**src/rtl/oscope_pkg.sv**
```systemverilog
`default_nettype none
// ============================================================================
// Module  : oscope_pkg
// Brief   : Shared types and constants for the oscilloscope decimator.
// Revision: 1.0 - initial release
// ============================================================================
package oscope_pkg;

  localparam int OSC_SH_MAX = 8;
  localparam int OSC_DW     = 8;

  typedef enum logic [1:0] {
    DEC_SAMPLE = 2'd0,
    DEC_PEAK   = 2'd1,
    DEC_AVG    = 2'd2
  } osc_dec_mode_e;

  typedef logic signed [OSC_DW-1:0] sample_t;

  function automatic logic [3:0] osc_clamp_sh(input logic [3:0] sh, input logic [3:0] sh_max);
    return (sh > sh_max) ? sh_max : sh;
  endfunction

endpackage
`default_nettype wire

```
**src/rtl/osc_dec_peak_tracker.sv**
```systemverilog
`default_nettype none
// ============================================================================
// Module  : osc_dec_peak_tracker
// Brief   : Running min/max over a window; *_nxt include the current sample.
// Revision: 1.0 - initial release
// ============================================================================
module osc_dec_peak_tracker #(
  parameter int DW = 8
) (
  input  logic                 clk,
  input  logic                 rst_n,
  input  logic                 clear,
  input  logic                 init,
  input  logic                 update,
  input  logic signed [DW-1:0] din,
  output logic signed [DW-1:0] min_nxt,
  output logic signed [DW-1:0] max_nxt
);

  logic signed [DW-1:0] r_min;
  logic signed [DW-1:0] r_max;

  assign min_nxt = init ? din : ((din < r_min) ? din : r_min);
  assign max_nxt = init ? din : ((din > r_max) ? din : r_max);

  always_ff @(posedge clk or negedge rst_n) begin
    if (!rst_n) begin
      r_min <= '0;
      r_max <= '0;
    end else if (clear) begin
      r_min <= '0;
      r_max <= '0;
    end else if (init || update) begin
      r_min <= min_nxt;
      r_max <= max_nxt;
    end
  end

endmodule
`default_nettype wire

```
**src/rtl/oscope_decimator.sv**
```systemverilog
`default_nettype none
// ============================================================================
// Module  : oscope_decimator
// Brief   : ADC stream decimator with SAMPLE / PEAK / AVG acquisition modes.
//           AVG mode is built only when OSC_DEC_AVG_EN is defined.
// Revision: 1.0 - initial release
// ============================================================================
module oscope_decimator
  import oscope_pkg::*;
#(
  parameter int DW     = 8,
  parameter int DIV_W  = 16,
  parameter int SH_MAX = OSC_SH_MAX
) (
  input  logic                    clk,
  input  logic                    rst_n,
  input  logic signed [DW-1:0]    din,
  input  logic                    din_valid,
  input  logic [1:0]              mode,
  input  logic [DIV_W-1:0]        div,
  input  logic [3:0]              avg_sh,
  input  logic                    restart,
  output logic signed [DW-1:0]    dout,
  output logic                    dout_en
);

  localparam int CW = (DIV_W > SH_MAX) ? DIV_W : SH_MAX;

  logic [CW-1:0]        r_cnt;
  logic [CW-1:0]        r_last;
  osc_dec_mode_e        r_mode;
  logic                 r_phase;
  logic signed [DW-1:0] r_dout;
  logic                 r_dout_en;

  logic                 w_first;
  logic [CW-1:0]        w_cnt;
  logic [CW-1:0]        w_div_last;
  logic [CW-1:0]        w_last_live;
  logic [CW-1:0]        w_last;
  osc_dec_mode_e        w_mode_live;
  osc_dec_mode_e        w_mode;
  logic                 w_end;
  logic                 w_phase;
  logic signed [DW-1:0] w_min;
  logic signed [DW-1:0] w_max;
  logic signed [DW-1:0] w_out;

  // The first sample of a window sees the live configuration, later ones the latched copy.
  assign w_first    = restart || (r_cnt == '0);
  assign w_cnt      = restart ? '0 : r_cnt;
  assign w_phase    = restart ? 1'b0 : r_phase;
  assign w_div_last = (div == '0) ? '0 : CW'(div - DIV_W'(1));
  assign w_mode     = w_first ? w_mode_live : r_mode;
  assign w_last     = w_first ? w_last_live : r_last;
  assign w_end      = (w_cnt == w_last);

  always_comb begin
    case (mode)
      2'd1:    w_mode_live = DEC_PEAK;
`ifdef OSC_DEC_AVG_EN
      2'd2:    w_mode_live = DEC_AVG;
`endif
      default: w_mode_live = DEC_SAMPLE;
    endcase
  end

`ifdef OSC_DEC_AVG_EN
  localparam int         AW        = DW + SH_MAX;
  localparam logic [3:0] C_SH_MAX  = 4'(SH_MAX);

  logic [3:0]           r_sh;
  logic signed [AW-1:0] r_acc;
  logic [3:0]           w_sh_live;
  logic [3:0]           w_sh;
  logic [CW-1:0]        w_avg_last;
  logic signed [AW-1:0] w_sum;
  logic signed [AW-1:0] w_avg;

  assign w_sh_live   = osc_clamp_sh(avg_sh, C_SH_MAX);
  assign w_sh        = w_first ? w_sh_live : r_sh;
  assign w_avg_last  = (CW'(1) << w_sh_live) - CW'(1);
  assign w_last_live = (w_mode_live == DEC_AVG) ? w_avg_last : w_div_last;
  assign w_sum       = (w_first ? '0 : r_acc) + AW'(din);
  assign w_avg       = w_sum >>> w_sh;

  always_ff @(posedge clk or negedge rst_n) begin
    if (!rst_n) begin
      r_acc <= '0;
      r_sh  <= '0;
    end else if (din_valid) begin
      r_acc <= w_end ? '0 : w_sum;
      if (w_first) r_sh <= w_sh_live;
    end else if (restart) begin
      r_acc <= '0;
      r_sh  <= w_sh_live;
    end
  end
`else
  logic w_unused_avg_sh;
  assign w_unused_avg_sh = ^avg_sh;
  assign w_last_live     = w_div_last;
`endif

  osc_dec_peak_tracker #(.DW(DW)) u_peak (
    .clk     (clk),
    .rst_n   (rst_n),
    .clear   (restart && !din_valid),
    .init    (din_valid && w_first),
    .update  (din_valid && !w_first),
    .din     (din),
    .min_nxt (w_min),
    .max_nxt (w_max)
  );

  always_comb begin
    case (w_mode)
      DEC_PEAK: w_out = w_phase ? w_min : w_max;
`ifdef OSC_DEC_AVG_EN
      DEC_AVG:  w_out = w_avg[DW-1:0];
`endif
      default:  w_out = din;
    endcase
  end

  always_ff @(posedge clk or negedge rst_n) begin
    if (!rst_n) begin
      r_cnt     <= '0;
      r_last    <= '0;
      r_mode    <= DEC_SAMPLE;
      r_phase   <= 1'b0;
      r_dout    <= '0;
      r_dout_en <= 1'b0;
    end else begin
      r_dout_en <= din_valid && w_end;
      if (din_valid) begin
        r_cnt   <= w_end ? '0 : w_cnt + CW'(1);
        r_phase <= (w_end && (w_mode == DEC_PEAK)) ? ~w_phase : w_phase;
        if (w_first) begin
          r_mode <= w_mode_live;
          r_last <= w_last_live;
        end
        if (w_end) r_dout <= w_out;
      end else if (restart) begin
        r_cnt   <= '0;
        r_phase <= 1'b0;
        r_mode  <= w_mode_live;
        r_last  <= w_last_live;
      end
    end
  end

  assign dout    = r_dout;
  assign dout_en = r_dout_en;

endmodule
`default_nettype wire

```
**config.mk**
```make
export PLATFORM = sky130hd
export DESIGN_NAME = oscope_decimator
export DESIGN_NICKNAME = d
export VERILOG_FILES = /design/src/rtl/oscope_pkg.sv /design/src/rtl/osc_dec_peak_tracker.sv /design/src/rtl/oscope_decimator.sv
export SDC_FILE = /design/constraint.sdc
export NUM_CORES = 1
export LEC_CHECK = 0
export ABC_AREA = 0
export BUFFER_PORTS_ARGS = -buffer_cell sky130_fd_sc_hd__buf_2
export CAP_MARGIN = 20
export CORE_UTILIZATION = 45
export CTS_BUF_LIST = sky130_fd_sc_hd__clkbuf_2
export DETAILED_ROUTE_END_ITERATION = 6
export SLEW_MARGIN = 20
export SYNTH_ARGS = -nofsm -noshare
export SYNTH_HDL_FRONTEND = slang
export SYNTH_HIERARCHICAL = 1
export SYNTH_SLANG_ARGS = --single-unit
export TNS_END_PERCENT = 20
```
**constraint.sdc**
```tcl
create_clock -name clk -period 4.4 [get_ports clk]
set_input_delay 0.66 -clock clk [delete_from_list [all_inputs] [get_ports clk]]
set_output_delay 0.66 -clock clk [all_outputs]
set_load 0.05 [all_outputs]
```
### After elaboration in Yosys (flattened, before gate mapping)

Index checks and enable logic that the tools add are counted.

* bits in registers: 60
* input port bits: 34
* output and inout bits: 9
* word-level logic and storage cells: 54

* add/subtract/negate cells: 2
* order comparisons: 2
* equality and inequality tests: 3
* mux-type cells: 24
* bitwise gates (word level): 1
* reduce and logical (&&, ||, !) cells: 14

Operator list (count)
* $mux 16: 7
* $mux 8: 10
* $logic_not 16->1: 2
* $add 16x1->16 const B: 1
* $eq 16x16->1: 1
* $sub 16x1->16 const B: 1
* $gt 8x8->1: 1
* $lt 8x8->1: 1
* $mux 2: 3
* $logic_and 1x1->1: 5
* $eq 2x1->1 const B: 2
* $mux 1: 4
* $reduce_bool 2->1: 2
* $logic_not 1->1: 2
* $logic_or 1x1->1: 2
* $reduce_and 2->1: 1
* $not 1->1: 1

### Logic depth before layout (Yosys ltp)

Gate-level depths: netlist (run 1).

* depth in word-level cells: 7
* mapped depth: 13
* gate-level depth less buffers: 11

### Hierarchy

The synthesis (run 1) kept the hierarchy.

By module, submodules not included
* oscope_decimator: instances 1, cells each 351, area each 3014.1 um^2, seq. area each 1101.1 um^2
* osc_dec_peak_tracker: instances 1, cells each 154, area each 1480.2 um^2, seq. area each 400.4 um^2

### Least setup slack after synthesis (run 1)

No wires, ideal clock.

* path type: input -> register
* start point: input div[0]
* end point: register r_dout[2], in the netlist dout[2]
* setup time: 0.125 ns
* arrival: 3.422 ns
* required time: 4.275 ns
* slack: 0.853 ns
* stages on the path: 13
* path buffers: 3
* path through: inv_1 > ha_1 > or4b_1 > or4_4 > buf_6 > nand2b_2 > a32oi_1 > or2_1 > nor4_4 > and2_1 > buf_4 > buf_12 > mux2_4

* word-level cells in the longest chain between the ends: 5

RTL lines
* start: declaration: line oscope_decimator.sv:20 `input logic [DIV_W-1:0] div,`
* $sub 16x1->16 or $logic_not 16->1 (tied branches): line oscope_decimator.sv:53 `assign w_div_last = (div == '0) ? '0 : CW'(div - DIV_W'(1));`
* $mux 16 (*): line oscope_decimator.sv:53
* $mux 16 (*)
* $eq 16x16->1 (*): line oscope_decimator.sv:56 `assign w_end = (w_cnt == w_last);`
* $reduce_and 2->1 (no source line) (*)
* end signal: assignment: line oscope_decimator.sv:143 `if (w_end) r_dout <= w_out;`
* end: declaration: line oscope_decimator.sv:33 `logic signed [DW-1:0] r_dout;`

Mark *: on every way between the ends. The rest lies on a longest branch, timed or not.
A chain may end at the register's enable or synchronous reset.

### Worst setup path in the final report (run 1)

* start point: input div[0]
* end point: register r_dout[1], in the netlist dout[1]

Same word-level chain as after synthesis.

==> reports/metrics.csv, run 1 <==
metric,value,unit
crit path DAT,3.99,ns
Fill cells,976,
CTS max path bufs,2,
"Req. time, crit path",4.81,ns
Final Slew Violations,0,
final setup fails,0,
setup tns final,0,ns
Layout Nets,589,
H-Tree Depth,3,
largest net degree at the start of global routing,61,
Routed WL,11300,um
Die X,102,um
first-pass GRT wire length,18600,um
initial antenna violation count,0,
Syn Area/Cell,8.90,um2
clk_lat worst skew,0.52,ns
clock period minus final worst setup slack,3.59,ns
CTS Sinks,60,
core area,9730,um2
IO Pins,43,
HP Class,input port to async pin,
vias in the first global route,3814,
post-synthesis register bit count,60,
layout cells sized above 1,20.7,%
largest fanout on the critical path,9,
status,completed,
pwr dens,296,nW/um2
Worst Max-Slew Pin Slew,1.09,ns
Worst setup SP type,input port,
Min Hold Slack,0.271,ns
Post-Synthesis Cell Area,4490,um2
Mapped Cells,505,
CTS buffer count,9,
I/O Buffers,38,
Final Hold Fails,0,
Peak VDD IR,192,uV
Yosys top cell by area,dfrtp_1,
GRT Resource Usage Total,23.5,%
syn nets,557,
placement row count,36,
vias after detailed routing,3865,
top-area cell type share of the netlist area,33.4,%
post-CTS resize count,0,
"count leader, synth",dfrtp_1,
Post-synth EDFFs,0,
Leak,2.13,nW
Initial Util,46.2,%
WS Path Type,input port to register,
synth cell count leaders,"dfrtp_1, nand2_1, a21oi_1, nor2_1, o21ai_0",
DR iter-0 viols,154,
Die Y,102,um
maximum operating frequency,279,MHz
drc violations,0,
# Max-Cap Violations,0,
Clock Skews,0.0244,ns
Final GP Congestion,0.831,
yosys warns,6,
Max-Slew Margin vs Limit,26.9,%
Synth area leaders,"dfrtp_1, mux2_4, ha_1, a21oi_1, nand2_1",
Clock transition at path regs,0.19,ns
router iterations before antenna repair,5,
ys flop type,dfrtp_1,
unrepaired setup endpoints after global routing,false,
Yosys cell types,67,
fin crit share,81.5,%
register area share after synthesis,33.4,%
"Hold-fix buffers, CTS",0,
wire length per cell,16.7,um
CP Capture Type,register,
overall power,1.45,mW
remaining global-route overflow,0,
Post-CTS Setup Inserts,0,
CTS tree,done,
async set-reset flop share out of synthesis,100,%
HPWL after DPL,8200,um
Layout area overhead,8.83,%
CTS root buffer,clkbuf_2,
vias per cell,5.73,
Die Area,10400,um2
post-route ant nets,0,
n_diodes,0,
==> cell type report <==
cell class	count	area (um2)	area share [%]
Timing Repair Buffer	48	265	5.42
Sequential cell	60	1500	30.7
Tap cell	133	166	3.40
Inverter	28	105	2.15
Clock inverter	6	80.1	1.64
Multi-Input combinational cell	390	2730	55.8
Clock buffer	9	45.0	0.921
==> through the flow <==
stage	instances	worst slack (ns)	util [%]	cell area, um2
after floorplan	505	0.853	-	4490
after global placement	659	0.289	48.9	4760
after detailed placement	659	0.264	48.9	4760
after CTS	674	0.815	50.2	4890
after global routing	674	0.586	50.3	4890
final	674	0.814	50.3	4890
==> layer usage <==
| metal | wire length [um] | vias to the layer above | global-route usage (%) |
|---|---|---|---|
| li1 | - | 1890 | - |
| met1 | 4810 | 1871 | 28.3 |
| met2 | 5700 | 79 | 41.1 |
| met3 | 446 | 25 | 4.86 |
| met4 | 303 | 0 | 9.12 |
| met5 | 0 | - | 0 |
==> path summary, 6_finish.rpt <==
kind / from / to / slack [ns] / cells past startpoint
setup / recovery: div[0] / dout[1] / 0.81 / 11
hold / removal: rst_n / r_last[12] / 0.27 / 2
setup reg to reg: r_cnt[11] / dout[1] / 0.82 / 8
hold reg to reg: r_last[3] / r_last[3] / 0.52 / 2
max in group asynchronous: rst_n / dout[1] / 3.60 / 2
min in group clk: div[0] / r_last[0] / 0.35 / 2
==> cells in the final DEF (no fill, tap or decap), types with 10 or more instances in the layout <==
master / instances
inv_1: 28
mux2_4: 22
buf_2: 38
nor2b_1: 15
o21ai_0: 31
nand3_1: 18
ha_1: 18
nor3_1: 16
dfrtp_1: 60
xnor2_1: 14
nor2_1: 36
mux2i_1: 13
nand2_1: 45
buf_4: 10
a21oi_1: 36
==> cell families (layout without fill, tap and decap cells) <==
kind of cell,Yosys count,count (layout),share of synthesized area (%)
AOI/OAI and AO/OA,118,118,17.0
xor gates and xnor gates,18,18,3.51
adders and majority gates,18,18,5.01
buffers and inverters,55,91,5.99
DFF,60,60,33.4
muxes,42,42,12.1
and+or+nand+nor,194,194,23.1
==> state kept, by name, indices dropped and copies added (netlist names) <==
name and count:
r_cnt 16, r_last 16, dout 8, u_peak/r_max 8
u_peak/r_min 8, r_mode 2, dout_en 1, r_phase 1
==> critical path, stage by stage <==
cell and delay, ns:
buf_2 0.12, inv_1 0.12, ha_1 0.22, or4b_1 0.51, nor4_2 0.51, a21oi_1 0.16, a211oi_1 0.26, nand4_1 0.18
nor4_4 0.37, and2_1 0.49, mux2_2 0.39
==> where the power goes <==
group          internal [mW]  leakage [nW]  switching (mW)
Sequential             0.595         0.781          0.0344
Clock                  0.180        0.0728           0.220
Combinational          0.184          1.28           0.235
No activity file was read; power rests on OpenSTA's default activity.
==> inputs of run 2 (changes only) <==
--- a/config.mk
+++ b/config.mk
@@ -5,12 +5,13 @@
 export SDC_FILE = /design/constraint.sdc
 export NUM_CORES = 1
 export LEC_CHECK = 0
-export ABC_AREA = 0
+export ABC_AREA = 1
 export BUFFER_PORTS_ARGS = -buffer_cell sky130_fd_sc_hd__buf_2
 export CAP_MARGIN = 20
 export CORE_UTILIZATION = 45
 export CTS_BUF_LIST = sky130_fd_sc_hd__clkbuf_2
 export DETAILED_ROUTE_END_ITERATION = 6
+export PLACE_DENSITY = 0.65
 export SLEW_MARGIN = 20
 export SYNTH_ARGS = -nofsm -noshare
 export SYNTH_HDL_FRONTEND = slang
==> constraint.sdc (replaced) <==
create_clock -name clk -period 3.2 [get_ports clk]
set_input_delay 0.48 -clock clk [delete_from_list [all_inputs] [get_ports clk]]
set_output_delay 0.48 -clock clk [all_outputs]
set_load 0.05 [all_outputs]
==> run 2 against run 1 <==
Global-route usage increased by 1.8 points; critical path type is now register to register; via count rose by 35%; critical endpoint is now r_cnt[3]; largest cell class unchanged; non-clock buffer count grew 2.
==> reports/metrics.csv, run 2 <==
metric,value,unit
Regs by FF count,"r_cnt x16, r_last x16",
first-pass GRT wire length,23300,um
n_diodes,0,
core area,10900,um2
fin crit share,85.5,%
CTS tree,done,
wire length per cell,13.4,um
most frequent CP cell,nand2_1,
Psw,1.03,mW
overall power,2.36,mW
async set-reset flop share out of synthesis,100,%
CTS buffer count,9,
vias after detailed routing,5222,
Initial Util,46.5,%
initial antenna violation count,0,
unrepaired setup endpoints after global routing,false,
I/O Buffers,38,
Final Util,50.4,%
Max-Slew Margin vs Limit,45.3,%
Routed WL,13400,um
Gate power share,42.9,%
clock period minus final worst setup slack,2.74,ns
Final Slew Violations,0,
ys flop type,dfrtp_1,
Worst path max stage delay,0.46,ns
Die Y,108,um
P_int,1.33,mW
Yosys top cell by area,dfrtp_1,
worst r2r src,r_cnt[12],
vias in the first global route,5015,
slowest CP cell,dfrtp_1,
crit path DAT,3.14,ns
status,completed,
Clock transition at path regs,0.21,ns
register-to-register setup slack,0.46,ns
"most common cell after layout, fill and taps aside",nand2_1,
vias per cell,5.24,
Worst Max-Slew Pin Slew,0.820,ns
Final GP Congestion,0.894,
post-synthesis register bit count,60,
top-area cell type share of the netlist area,29.5,%
CTS root buffer,clkbuf_2,
switching share of total power,43.5,%
placement row count,38,
remaining global-route overflow,0,
grt peak-use layer,met2,
CP Buf/Inv Count,1,
H-Tree Depth,3,
setup tns final,0,ns
IO Pins,43,
Mapped Cells,810,
largest net degree at the start of global routing,36,
# Max-Cap Violations,0,
DR iter-0 viols,375,
yosys warns,6,
CTS Sinks,60,
clock share of power,18.4,%
Yosys cell types,37,
Hold Crit Start,din_valid,
met1 usage,36.1,%
Die X,108,um
pwr dens,428,nW/um2
"count leader, synth",nand2_1,
grt met3 use,4.34,%
Peak VDD IR,271,uV
Syn Area/Cell,6.27,um2
met2 Resource Use GR,40.0,%
router iterations before antenna repair,5,
final setup fails,0,
post-route ant nets,0,
clk_lat worst skew,0.53,ns
register share of total power,38.6,%
CP Capture Type,register,
HP Class,input port to register,
synth cell count leaders,"nand2_1, nand3_1, inv_1, nor2_1, dfrtp_1",
Layout area overhead,8.50,%
GRT Resource Usage Total,25.3,%
drc violations,0,
Clock Skews,0.0449,ns
syn nets,862,
Post-synth EDFFs,0,
Layout Nets,904,
maximum operating frequency,365,MHz
crit-path cells,"nor2_1, nand2_1, nor2_2, nand2_2, nand2_4, or2_4, nand3_1, nand2_1, nand2_1, nor2_1, nand2_1, nor2_1, nand2_1, buf_4, o21ai_0, nor2_1",
CTS max path bufs,2,
"commonest cells after routing, fill and taps aside","nand2_1, nand3_1, inv_1, nor2_1, dfrtp_1",
crit path from,r_cnt[12],
Leak,2.98,nW
"Req. time, crit path",3.60,ns
layout cells sized above 1,12.1,%
HPWL after DPL,10300,um
Synth area leaders,"dfrtp_1, nand2_1, nand3_1, inv_1, nor2_1",
WS Path Type,register to register,
register area share after synthesis,29.5,%
Final Hold Fails,0,
Worst setup SP type,register,
largest fanout on the critical path,29,
Die Area,11700,um2
Top delay family on crit path,simple AND/OR/NAND/NOR gates,
Post-CTS Setup Inserts,0,
Post-Synthesis Cell Area,5080,um2
-- run 2: cell count changes after synthesis, sizes merged, moves of 14 or more --
cell	delta
xnor2	-14
nand4	+14
nor2	+69
inv	+73
nand3	+86
o21ai	-15
mux2i	-14
nor2b	-15
a21oi	-26
mux2	-28
nand2	+232
-- run 2: layout make-up --
| cell class | count | area (um2) |
|---|---|---|
| Sequential cell | 60 | 1500 |
| Clock inverter | 7 | 53.8 |
| Multi-Input combinational cell | 625 | 3060 |
| Tap cell | 140 | 175 |
| Inverter | 106 | 398 |
| Clock buffer | 9 | 45.0 |
| Timing Repair Buffer | 50 | 283 |
| Fill cell | 1139 | 5420 |
-- run 2: worst reg2reg max path: cells and delay by family (launching register included) --
| kind | cells | cell delay [ns] |
|---|---|---|
| flip-flops | 1 | 0.46 |
| AO/OA/AOI/OAI | 1 | 0.11 |
| buffers and inverters | 1 | 0.23 |
| AND/OR/NAND/NOR | 14 | 1.80 |
-- run 2: final timing paths --
| path | to | cells past startpoint |
|---|---|---|
| worst max-delay path | r_cnt[3] | 16 |
| worst min-delay path | r_cnt[0] | 2 |
| worst max register to register | r_cnt[3] | 16 |
| worst min register to register | dout[0] | 2 |
| max in group asynchronous | u_peak/r_max[4] | 3 |
| min in group asynchronous | r_last[11] | 2 |
-- run 2: timing repair --
action	4_1_cts	5_1_grt
resized for setup	0	1
hold buffers	1	0
endpoints found under the hold margin	6	0
endpoints found under the setup margin	0	18
-- run 2: cell families after synthesis --
group | after synthesis | share of synthesized area (%)
simple gates | 548 | 48.0
buf+inv | 125 | 10.4
flops | 60 | 29.5
compound gates | 57 | 7.24
fa+ha+maj | 18 | 4.43
xor+xnor | 2 | 0.345
-- run 2: power by group through the flow --
stage	clock [mW]	combinational, mW	sequential [mW]
after global placement	0	0.978	0.921
after detailed placement	0	1.01	0.924
after global routing	0.484	1.17	0.923
after CTS	0.457	1.01	0.910
after floorplan	0	0.773	0.913
final	0.434	1.01	0.911
-- run 2: routing by layer --
| layer | vias up | wire (um) |
|---|---|---|
| met1 | 2409 | 6640 |
| met2 | 116 | 5960 |
| met4 | 0 | 104 |
| met5 | - | 0 |
| li1 | 2688 | - |
| met3 | 9 | 694 |
-- run 2: stage by stage --
stage / hold slack [ns] / worst slack, ns / area (um2) / cells
final: 0.290 / 0.462 / 5510 / 997
after global routing: 0.248 / 0.133 / 5510 / 997
after CTS: 0.243 / 0.282 / 5510 / 997
after detailed placement: 0.466 / 0.277 / 5400 / 980
after global placement: 0.463 / 0.335 / 5400 / 980
after floorplan: 0.184 / 0.862 / 5080 / 810
